==> src/rtl/au_pkg.sv <==
`default_nettype none
// ============================================================================
//  Module      : au_pkg
//  Description : Shared types for the arithmetic-unit arbiter: opcode and
//                FSM state encodings plus the requester count.
//  Revision    : 1.0 - initial release
// ============================================================================
package au_pkg;

    // Number of requesters sharing the datapath
    localparam int unsigned AU_NUM_REQ = 2;

    // Opcode carried on req_op
    typedef enum logic [1:0] {
        OP_ADD  = 2'b00,
        OP_SUB  = 2'b01,
        OP_ASHR = 2'b10,
        OP_ILL  = 2'b11
    } au_op_e;

    // Arbiter control state
    typedef enum logic [1:0] {
        S_IDLE = 2'b00,
        S_EXEC = 2'b01,
        S_RESP = 2'b10
    } au_state_e;

endpackage : au_pkg
`default_nettype wire

==> src/rtl/au_rr_grant.sv <==
`default_nettype none
// ============================================================================
//  Module      : au_rr_grant
//  Description : Two-way round-robin picker. When both requesters are valid
//                the one that was NOT served last wins; otherwise the single
//                valid requester wins. Output is one-hot or zero.
//  Revision    : 1.0 - initial release
// ============================================================================
module au_rr_grant
    import au_pkg::*;
(
    input  logic [AU_NUM_REQ-1:0] valid_i,
    input  logic                  last_i,
    output logic [AU_NUM_REQ-1:0] grant_o
);

    // Requester 0 wins alone, or on a tie when requester 1 was served last
    assign grant_o[0] = valid_i[0] & (~valid_i[1] | last_i);
    // Requester 1 wins alone, or on a tie when requester 0 was served last
    assign grant_o[1] = valid_i[1] & (~valid_i[0] | ~last_i);

endmodule : au_rr_grant
`default_nettype wire

==> src/rtl/au_arbiter.sv <==
`default_nettype none
// ============================================================================
//  Module      : au_arbiter
//  Description : Shares one N-bit add/sub/arithmetic-shift datapath between
//                two requesters. Round-robin grant in IDLE, one EXEC cycle
//                computing from registered operands, then RESP holding a
//                registered result until the granted requester accepts it.
//  Revision    : 1.0 - initial release
// ============================================================================
module au_arbiter
    import au_pkg::*;
#(
    parameter int N = 4
) (
    input  logic                               clk,
    input  logic                               rst_n,
    input  logic [AU_NUM_REQ-1:0]              req_valid,
    output logic [AU_NUM_REQ-1:0]              req_ready,
    input  logic [AU_NUM_REQ-1:0][N-1:0]       req_a,
    input  logic [AU_NUM_REQ-1:0][N-1:0]       req_b,
    input  logic [AU_NUM_REQ-1:0][1:0]         req_op,
    output logic [AU_NUM_REQ-1:0]              rsp_valid,
    input  logic [AU_NUM_REQ-1:0]              rsp_ready,
    output logic [N-1:0]                       rsp_result,
    output logic                               rsp_cout,
    output logic                               rsp_err
);

    au_state_e                 state_q;
    logic                      rr_ptr_q;     // requester served most recently
    logic                      gnt_q;        // requester owning the transaction
    logic [N-1:0]              a_q;
    logic [N-1:0]              b_q;
    au_op_e                    op_q;
    logic [N-1:0]              res_q;
    logic                      cout_q;
    logic                      err_q;
    logic [AU_NUM_REQ-1:0]     rsp_valid_q;

    logic [AU_NUM_REQ-1:0]     w_grant;
    logic                      w_gnt_idx;
    logic [N:0]                w_sum;
    logic [N-1:0]              w_diff;
    logic [N-1:0]              w_shr;

    au_rr_grant u_rr_grant (
        .valid_i (req_valid),
        .last_i  (rr_ptr_q),
        .grant_o (w_grant)
    );

    // Grant index; only meaningful while w_grant is non-zero
    assign w_gnt_idx = w_grant[1];

    // Accept only in IDLE; held low while reset is asserted so every output
    // reads zero during reset regardless of incoming requests
    assign req_ready = (rst_n && (state_q == S_IDLE)) ? w_grant : '0;

    // Datapath candidates from the registered operands; EXEC selects one
    assign w_sum  = {1'b0, a_q} + {1'b0, b_q};
    assign w_diff = a_q - b_q;
    assign w_shr  = $signed(a_q) >>> b_q[1:0];

    // Control FSM with operand, result and response registers
    always_ff @(posedge clk or negedge rst_n) begin
        if (!rst_n) begin
            state_q     <= S_IDLE;
            rr_ptr_q    <= 1'b1;
            gnt_q       <= 1'b0;
            a_q         <= '0;
            b_q         <= '0;
            op_q        <= OP_ADD;
            res_q       <= '0;
            cout_q      <= 1'b0;
            err_q       <= 1'b0;
            rsp_valid_q <= '0;
        end else begin
            case (state_q)
                S_IDLE: begin
                    if (|req_valid) begin
                        gnt_q   <= w_gnt_idx;
                        a_q     <= req_a[w_gnt_idx];
                        b_q     <= req_b[w_gnt_idx];
                        op_q    <= au_op_e'(req_op[w_gnt_idx]);
                        state_q <= S_EXEC;
                    end
                end
                S_EXEC: begin
                    case (op_q)
                        OP_ADD: begin
                            res_q  <= w_sum[N-1:0];
                            cout_q <= w_sum[N];
                            err_q  <= 1'b0;
                        end
                        OP_SUB: begin
                            res_q  <= w_diff;
                            cout_q <= 1'b0;
                            err_q  <= 1'b0;
                        end
                        OP_ASHR: begin
                            res_q  <= w_shr;
                            cout_q <= 1'b0;
                            err_q  <= 1'b0;
                        end
                        default: begin
                            res_q  <= '0;
                            cout_q <= 1'b0;
                            err_q  <= 1'b1;
                        end
                    endcase
                    rsp_valid_q <= gnt_q ? 2'b10 : 2'b01;
                    state_q     <= S_RESP;
                end
                S_RESP: begin
                    // Only the owner's rsp_ready completes the transaction
                    if (rsp_ready[gnt_q]) begin
                        rr_ptr_q    <= gnt_q;
                        rsp_valid_q <= '0;
                        state_q     <= S_IDLE;
                    end
                end
                default: begin
                    rsp_valid_q <= '0;
                    state_q     <= S_IDLE;
                end
            endcase
        end
    end

    assign rsp_valid  = rsp_valid_q;
    assign rsp_result = res_q;
    assign rsp_cout   = cout_q;
    assign rsp_err    = err_q;

endmodule : au_arbiter
`default_nettype wire

==> config.mk <==
export PLATFORM = sky130hd
export DESIGN_NAME = au_arbiter
export DESIGN_NICKNAME = d
export VERILOG_FILES = /design/src/rtl/au_pkg.sv /design/src/rtl/au_rr_grant.sv /design/src/rtl/au_arbiter.sv
export SDC_FILE = /design/constraint.sdc
export NUM_CORES = 1
export LEC_CHECK = 0
export CORE_MARGIN = 1
export CORE_UTILIZATION = 40
export CTS_BUF_LIST = sky130_fd_sc_hd__clkbuf_4
export CTS_CLUSTER_DIAMETER = 120
export CTS_CLUSTER_SIZE = 14
export DETAILED_ROUTE_END_ITERATION = 12
export GPL_TIMING_DRIVEN = 0
export PLACE_DENSITY = 0.68
export SETUP_SLACK_MARGIN = 0.05
export SLEW_MARGIN = 25
export SYNTH_ARGS = -nofsm -noshare
export SYNTH_HDL_FRONTEND = slang
export SYNTH_SLANG_ARGS = --single-unit
==> constraint.sdc <==
create_clock -name clk -period 4.1 [get_ports clk]
set_clock_uncertainty 0.05 [all_clocks]
set_input_delay 0.41 -clock clk [delete_from_list [all_inputs] [get_ports clk]]
set_output_delay 0.41 -clock clk [all_outputs]
set_load 0.02 [all_outputs]
-- After elaboration in Yosys (flattened, before gate mapping)
Cells that the tools add are included.
- add/sub/neg operators: 2
- $mul: 0
- divide/modulo/power cells: 0
- magnitude comparators: 2
- equal/unequal tests: 6
- shift operators: 1
- muxes and demuxes: 17
- bitwise gates (word level): 8
- reductions and logical operators: 9
- operators by type and width (kind ; count):
    2-to-1 mux 4 bit ; 4
    2-to-1 mux 2 bit ; 6
    case mux 2 bit (3 select lines) ; 2
    case mux 4 bit (3 select lines) ; 1
    AND reduction 2 bit ; 4
    adder 4 x 4 -> 5 bit ; 1
    == test 2 x 1 -> 1 bit, second input constant ; 2
    == test 2 bit, second input constant ; 2
    zero test 2 bit ; 2
    < comparator 1 x 2 -> 1 bit, second input constant ; 2
    2-to-1 mux 1 bit ; 4
    NOT 1 bit ; 4
    >>> shifter 4 x 2 -> 4 bit ; 1
    subtractor 4 bit ; 1
    OR reduction 3 bit ; 1
    bitwise AND 1 bit ; 2
    inequality test 2 x 1 -> 1 bit, second input constant ; 1
    inequality test 2 bit, second input constant ; 1
    bitwise OR 1 bit ; 2
    OR reduction 2 bit ; 1
    logical AND 1 bit ; 1
- bits in registers: 22
- bits in latches: 0
- RAM bits: 0
- memory bits (read-only): 0
- input port bits: 26
- memories: 0

-- Logic depth before layout (Yosys ltp)
Gate-level depths: netlist of run 1.
- depth in word-level cells: 5
- mapped depth: 8
- mapped depth without buffers: 8

-- Modules after synthesis
Synthesis of run 1 repeated with hierarchy kept, for this count alone.
- cells, all modules: 142
- area, all modules: 1358.8 µm²
- by module, submodules not included (module ; instances ; cells an instance ; area each (µm²) ; seq. area each (µm²)):
    au_arbiter ; 1 ; 139 ; 1340.0 ; 551.8
    au_rr_grant ; 1 ; 3 ; 18.8 ; 0.0

-- Least setup slack after synthesis of run 1
OpenSTA, ideal clock, no wires.
- path kind: flip-flop to flip-flop
- start: reg b_q[0]
- end: reg res_q[2], in the netlist rsp_result[2]
- setup time: 123 ps
- arrival: 1529 ps
- path slack: 2398 ps
- cell stages (with the launch flop): 8
- path buffers: 0
- clock period less this slack: 1702 ps
- path through: dfrtp_1 -> ha_1 -> inv_1 -> fa_1 -> mux2i_1 -> xor2_1 -> a2bb2oi_1 -> o21ai_1
- word-level cells in the longest chain between the ends: 2
- elaborated cells on any way between the ends: 4
- those cells by class: add/sub (2); shift (1); mux (1)
- RTL lines (element ; RTL line ; source):
    start: declaration ; au_arbiter.sv:33 ; logic [N-1:0] b_q;
    start signal: assignment ; au_arbiter.sv:83 ; b_q <= req_b[w_gnt_idx];
    subtractor 4 bit, or another cell as far along ; au_arbiter.sv:61 ; assign w_diff = a_q - b_q;
    case mux 4 bit (3 select lines) (*) ; au_arbiter.sv:89 ; case (op_q)
    end signal: assignment ; au_arbiter.sv:91 ; res_q <= w_sum[N-1:0];
    end signal: assignment ; au_arbiter.sv:96 ; res_q <= w_diff;
    end signal: assignment ; au_arbiter.sv:101 ; res_q <= w_shr;
    end: declaration ; au_arbiter.sv:35 ; logic [N-1:0] res_q;
Mark *: on every way between the ends. The rest lies on a longest branch, timed or not.
A chain may end at the register's enable or synchronous reset.

-- Worst setup path in the final report of run 1
- start: in req_valid[1]
- end: out req_ready[1]
- word-level cells in the longest chain between the ends: 2
- RTL lines (element ; RTL line ; source):
    start: declaration ; au_arbiter.sv:17 ; input logic [AU_NUM_REQ-1:0] req_valid,
    bitwise AND 1 bit ; au_rr_grant.sv:20 ; assign grant_o[1] = valid_i[1] & (~valid_i[0] | ~last_i);
    2-to-1 mux 2 bit ; au_arbiter.sv:57 ; assign req_ready = (rst_n && (state_q == S_IDLE)) ? w_grant : '0;
    end: declaration ; au_arbiter.sv:18 ; output logic [AU_NUM_REQ-1:0] req_ready,
No other way between the ends.

==> results of run 1 <==
==> metal layers <==
layer / part of all wire / vias to the layer above
li1: - / 571
met1: 0.47 / 532
met2: 0.50 / 27
met3: 0.031 / 2
met4: 0.0049 / 0
met5: 0 / -
==> state kept, by name, indices dropped and copies added, names as in the netlist <==
| register | flops |
|---|---|
| a_q | 4 |
| rsp_cout | 1 |
| state_q | 2 |
| op_q | 2 |
| rr_ptr_q | 1 |
| b_q | 4 |
| rsp_valid | 2 |
| rsp_err | 1 |
| gnt_q | 1 |
| rsp_result | 4 |
==> final cells by class <==
cell class	instances	area share
well taps	44	0.0306
inverters	9	0.0188
plain buffers	7	0.0292
clock inverters	1	0.00209
clock buffers	3	0.0125
repair buffers	35	0.192
multi-input cells	103	0.408
flip-flops and latches	22	0.307
==> cells in the final DEF, fill, tap and decap left out, drive strengths merged, types with 2 or more instances in the layout <==
cell and count:
clkdlybuf4s50 34, dfrtp 21, a21oi 19, nor2 17, mux2i 14, nand2 11, o21ai 10, inv 9
ha 7, buf 7, clkbuf 4, nand2b 3, mux2 2, a2bb2oi 2, nor2b 2, fa 2
==> synthesized netlist by cell type, types with 2 or more instances <==
library cell	count	area share
mux2_2	2	0.016
fa_1	2	0.029
a2bb2oi_1	2	0.013
buf_2	3	0.011
dfrtp_1	21	0.38
a21oi_1	18	0.066
buf_6	3	0.025
o21ai_0	4	0.015
nor2_1	16	0.044
nand2_1	11	0.030
o21ai_1	6	0.022
inv_1	8	0.022
nand2b_1	3	0.014
ha_1	7	0.064
nor2b_1	2	0.0091
mux2i_1	14	0.10
==> worst max path at each step <==
stage / startpoint / to / slack [ns] / cells after the start
after global placement: rst_n / req_ready[0] / 1.14 / 3
after detailed placement: rst_n / req_ready[0] / 1.13 / 3
after CTS: rst_n / req_ready[0] / 1.11 / 3
final: req_valid[1] / req_ready[1] / 1.53 / 6
after floorplan: b_q[0] / rsp_result[2] / 2.40 / 7
after global routing: req_valid[1] / req_ready[1] / 1.47 / 6
==> through the flow <==
| step | area [sq um] | power (mW) | hold WS [ns] |
|---|---|---|---|
| final | 1800 | 1.30 | -0.00287 |
| after global routing | 1800 | 1.43 | 0.0220 |
| after CTS | 1800 | 1.31 | 0.454 |
| after detailed placement | 1780 | 1.21 | 0.425 |
| after global placement | 1780 | 1.18 | 0.415 |
| after floorplan | 1370 | 0.974 | 0.0644 |
==> kinds of logic after synthesis <==
group | after synthesis | share of synthesized area
compound gates | 39 | 0.175
simple gates | 37 | 0.125
flops | 22 | 0.402
mux | 17 | 0.135
buf+inv | 16 | 0.0629
fa+ha+maj | 9 | 0.0931
xor+xnor | 1 | 0.00639
==> power by group through the flow <==
stage	Sequential (mW)	Clock, mW	Combinational, mW
after floorplan	0.445	0	0.529
after global placement	0.425	0	0.754
after detailed placement	0.433	0	0.774
after CTS	0.428	0.104	0.779
after global routing	0.442	0.114	0.869
final	0.428	0.101	0.776
==> results_dict.tcl, run 1 <==
set metrics [dict create \
    status "finished with violations" \
    failed_checks "negative hold slack" \
    timing_worst_setup_path_type "input port to output port" \
    hpwl_microns 2210 \
    area_growth_syn_to_layout_pct 31.1 \
    critical_register_to_register_path_endpoint "rsp_result[2]" \
    pwr-share-clk 0.077 \
    power_density_nw_per_um2 725 \
    initial_antenna_violation_count 0 \
    crit_path_top_delay_cell "clkdlybuf4s50_1" \
    async_reset_ff_frac 1.00 \
    syn-mean-instance-area_sq_um 9.73 \
    smallest_hold_slack_ns -0.00287 \
    slowest_delay_ns 0.61 \
    globalRouteOverflowTotal 0 \
    cpMostUsedCell "clkdlybuf4s50_1" \
    post-place-ws_ns 1.13 \
    worstPathCellList "clkdlybuf4s50_1, inv_2, a21oi_4, buf_6, and3_1, clkdlybuf4s50_1" \
    use_met2 0.309 \
    multiInputGateArea_sq_um 733 \
    ys_dominant_reg_cell "dfrtp_1" \
    pin_count 36 \
    drc_errors 0 \
    busiest_layer "met2" \
    number_of_buffers_added_by_the_clock_tree_synthesis_step 3 \
    post_drt_via_cell_ratio 5.05 \
    rsz0062_at_grt "false" \
    seq_area_frac_synth 0.402 \
    grtUsageMet3 0.0256 \
    syn-instance-count 141 \
    clock_path_buffers 2 \
    arrival_ns 2.11 \
    nFillCells 317 \
    worstSetupEndpointType "output port" \
    min_period_ns 2.57 \
    cts_setup_buffers 0 \
    setup_viol_count_final 0 \
    finalSetupTns_ns 0 \
    place.gp.congestion 0.807 \
    row_count 20 \
    critPathTopFamily "buffers and inverters" \
    dieArea_sq_um 3670 \
    synth.cell_area_sq_um 1370 \
    startpoint_type "input port" \
    power_frac_seq 0.328 \
    vdd.ir_drop.worst_uv 220 \
    synth-edff-count 0 \
    drt_pre_antenna_iters 2 \
    track_usage 0.167 \
    layout.cells.non_filler 224 \
    root_buffer "clkbuf_4" \
    dpl.cell_count 220 \
    grtUsageMet1 0.206 \
    cts_tree "done" \
    critical_path_peak_fanout 10 \
    synthDistinctLibCells 35 \
    worstRegToRegCells 7 \
    grt_first_pass_wirelength_microns 4610 \
    place.port_buffers 35 \
    worst_ep_required_time_ns 3.64 \
    max_cap_viols 0 \
    yosys_register_bits 22 \
    hold_viol 3 \
    post_cts_resize_count 0 \
    final_util 0.570 \
    net_switching_uw 571 \
    num_vias 1132 \
    cts_htree_levels 1 \
    clock_latency_ns 0.31 \
    die_height_microns 60.6 \
    postSynthNetCount 176 \
    drtIter0Drc 30 \
    pin_count_of_the_biggest_net_entering_global_routing 25 \
    ys.warnings.count 0 \
    antennaDiodeCount 0 \
    cp_num_buf_inv 4 \
    final_period_utilization 0.626 \
    routed_wl_microns 2830 \
    hp-class "input port to asynchronous set/reset pin" \
    r2r_setup_slack_ns 2.16 \
    wire_per_inst_microns 12.6 \
    power_switching_share 0.438 \
    nets 216 \
    sequential_cell_area_sq_um 552 \
    ctsHoldBuffers 0 \
    clock_pin_slew_on_the_worst_setup_and_hold_paths_ns 0.12 \
    power.combinational.fraction 0.595 \
    setup_ws_ns 1.53 \
    slew_viol_final 0 \
    via_count_of_the_first_global_routing_pass 1107 \
    detail-route-antenna-nets 0 \
    worstMarginPinSlew_ns 0.502 \
    die_width_microns 60.6 \
    leakagePower_nw 0.795 \
    initial_utilization 0.435 \
    layout-drive-gt1-share 0.111 \
    worst_r2r_startpoint "b_q[0]" \
    achievable-frequency_ghz 0.389 \
    slew-limit-headroom 0.665 \
    core_sq_um 3150 \
    cts_sinks 22 \
    internal-power_uw 733 \
]
No activity file was read; power rests on OpenSTA's default activity.
==> run 2, diff against run 1 <==
--- a/config.mk
+++ b/config.mk
@@ -12,7 +12,7 @@
 export CTS_CLUSTER_SIZE = 14
 export DETAILED_ROUTE_END_ITERATION = 12
 export GPL_TIMING_DRIVEN = 0
-export PLACE_DENSITY = 0.68
+export PLACE_DENSITY = 0.7
 export SETUP_SLACK_MARGIN = 0.05
 export SLEW_MARGIN = 25
 export SYNTH_ARGS = -nofsm -noshare
==> constraint.sdc (replaced) <==
create_clock -name clk -period 2.2 [get_ports clk]
set_clock_uncertainty 0.05 [all_clocks]
set_input_delay 0.22 -clock clk [delete_from_list [all_inputs] [get_ports clk]]
set_output_delay 0.22 -clock clk [all_outputs]
set_load 0.02 [all_outputs]
==> run 2 against run 1 <==
Critical path depth increased by 1. Sequential cell count did not move. Hold slack improved by 0.45 ns. Combinational power grew 87%. Wire length increased by 6.9%. Global-route usage increased by 1.8 points. The flow now finishes without violations. Sequential power is 87% higher. Clock power increased to 3.1 times the previous value. Die area unchanged. Critical endpoint is now rsp_result[2]. Register-to-register slack worse by 1.9 ns. Final area is 2.7% higher. Via count fell by 0.35%.
==> results_dict.tcl, run 2 (synthesis gave the netlist of run 1 again) <==
set metrics [dict create \
    status "finished clean" \
    power_density_nw_per_um2 1390 \
    worst_r2r_startpoint "b_q[0]" \
    clock_path_buffers 2 \
    routed_wl_microns 3030 \
    achievable-frequency_ghz 0.505 \
    hpwl_microns 2320 \
    hold_viol 0 \
    root_buffer "clkbuf_4" \
    slew_viol_final 0 \
    drtIter0Drc 42 \
    finalSetupTns_ns 0 \
    number_of_buffers_added_by_the_clock_tree_synthesis_step 3 \
    post_drt_via_cell_ratio 4.99 \
    r2r_setup_slack_ns 0.22 \
    timing_worst_setup_path_type "flop to flop" \
    worst_ep_required_time_ns 2.37 \
    clock_pin_slew_on_the_worst_setup_and_hold_paths_ns 0.12 \
    layout_commonest_cell "clkdlybuf4s50_1" \
    area_growth_syn_to_layout_pct 34.7 \
    clock_latency_ns 0.32 \
    globalRouteOverflowTotal 0 \
    initial_antenna_violation_count 0 \
    wire_per_inst_microns 13.4 \
    hp-class "input port to flop" \
    detail-route-antenna-nets 0 \
    via_count_of_the_first_global_routing_pass 1154 \
    nFillCells 305 \
    arrival_ns 2.15 \
    nets 218 \
    setup_viol_count_final 0 \
    rsz0062_at_grt "false" \
    initial_utilization 0.435 \
    wl_met2_microns 1560 \
    worstMarginPinSlew_ns 0.472 \
    pin_count 36 \
    final_period_utilization 0.900 \
    vdd.ir_drop.worst_uv 741 \
    cts_tree "done" \
    cts_setup_buffers 0 \
    cts_sinks 22 \
    grt_first_pass_wirelength_microns 5040 \
    post-place-ws_ns -0.451 \
    pin_count_of_the_biggest_net_entering_global_routing 22 \
    cts_htree_levels 1 \
    antennaDiodeCount 0 \
    leakagePower_nw 0.838 \
    wl_met1_microns 1340 \
    slew-limit-headroom 0.685 \
    min_period_ns 1.98 \
    place.gp.congestion 0.818 \
    worstRegToRegCells 7 \
    worstSetupEndpoint "rsp_result[2]" \
    met3WireLength_microns 104 \
    max_cap_viols 0 \
    dpl.cell_count 220 \
    worstSetupEndpointType "flop" \
    dr.max_layer_used "met4" \
    core_sq_um 3150 \
    place.port_buffers 35 \
    setup_ws_ns 0.219 \
    die_height_microns 60.6 \
    num_vias 1128 \
    track_usage 0.185 \
    worst_setup_path_startpoint "b_q[0]" \
    mostFrequentLayoutCells "32 x clkdlybuf4s50_1, 21 x dfrtp_1, 18 x a21oi_1" \
    layout.cells.non_filler 226 \
    critical_path_peak_fanout 6 \
    critical_register_to_register_path_endpoint "rsp_result[2]" \
    startpoint_type "flop" \
    dieArea_sq_um 3670 \
    drc_errors 0 \
    layout-drive-gt1-share 0.121 \
    row_count 20 \
    die_width_microns 60.6 \
    drt_pre_antenna_iters 4 \
]
-- run 2: changes by cell type in the layout (fill, tap and decap cells not counted), sizes merged --
cell	change
dlymetal6s2s	+1
clkdlybuf4s15	+1
bufinv	+1
dlygate4sd2	+1
clkdlybuf4s50	-2
dlygate4sd3	+1
clkinv	-1
-- run 2: worst min path at each step --
stage | from | to | slack [ns] | cells past startpoint
3_3_place_gp | rsp_cout | rsp_cout | 0.42 | 2
4_1_cts | rst_n | rr_ptr_q | 0.44 | 2
5_1_grt | rst_n | rr_ptr_q | 0.43 | 2
6_report | rsp_ready[1] | rr_ptr_q | 0.45 | 3
3_5_place_dp | rsp_cout | rsp_cout | 0.42 | 2
2_1_floorplan | rst_n | a_q[0] | -0.13 | 0
-- run 2: final cells by class --
type	count	area (sq um)	share of cell area
multi-input combinational	103	733	0.397
buffer	7	52.6	0.0285
clock inverter	1	30.0	0.0163
sequential	22	552	0.299
inverter	9	33.8	0.0183
clock buffer	3	22.5	0.0122
tap	44	55.1	0.0298
timing repair buffer	37	368	0.199
-- run 2: report_power, final --
part	internal (mW)	switching (mW)	leakage, nW
sequential	0.595	0.207	0.260
combinational	0.706	0.746	0.550
clock	0.184	0.128	0.0279
-- run 2: timing repair --
item                                    in CTS  in global routing
hold buffers                                 2                  0
resized for setup                            4                  1
endpoints found under the setup margin       2                  1
endpoints found under the hold margin       21                  0
-- run 2: critical path: stages (launching register included) --
cell and delay, ns:
dfrtp_1 0.53, ha_1 0.20, inv_1 0.06, fa_1 0.39
mux2i_1 0.20, xor2_1 0.18, a2bb2oi_1 0.19, o21ai_1 0.07
-- run 2: metrics by stage --
stage | hold slack, ns | power, mW | utilization | area [sq um]
final | 0.447 | 2.57 | 0.586 | 1850
after global routing | 0.430 | 2.80 | 0.586 | 1850
after CTS | 0.439 | 2.58 | 0.587 | 1850
after detailed placement | 0.417 | 2.26 | 0.563 | 1780
after global placement | 0.417 | 2.20 | 0.563 | 1780
after floorplan | -0.126 | 1.82 | - | 1370
-- run 2: routing by layer --
layer  GRT usage  up-vias
met4      0.0552        0
met3      0.0469        5
met1       0.220      526
met5           0        -
met2       0.330       24
li1            -      573
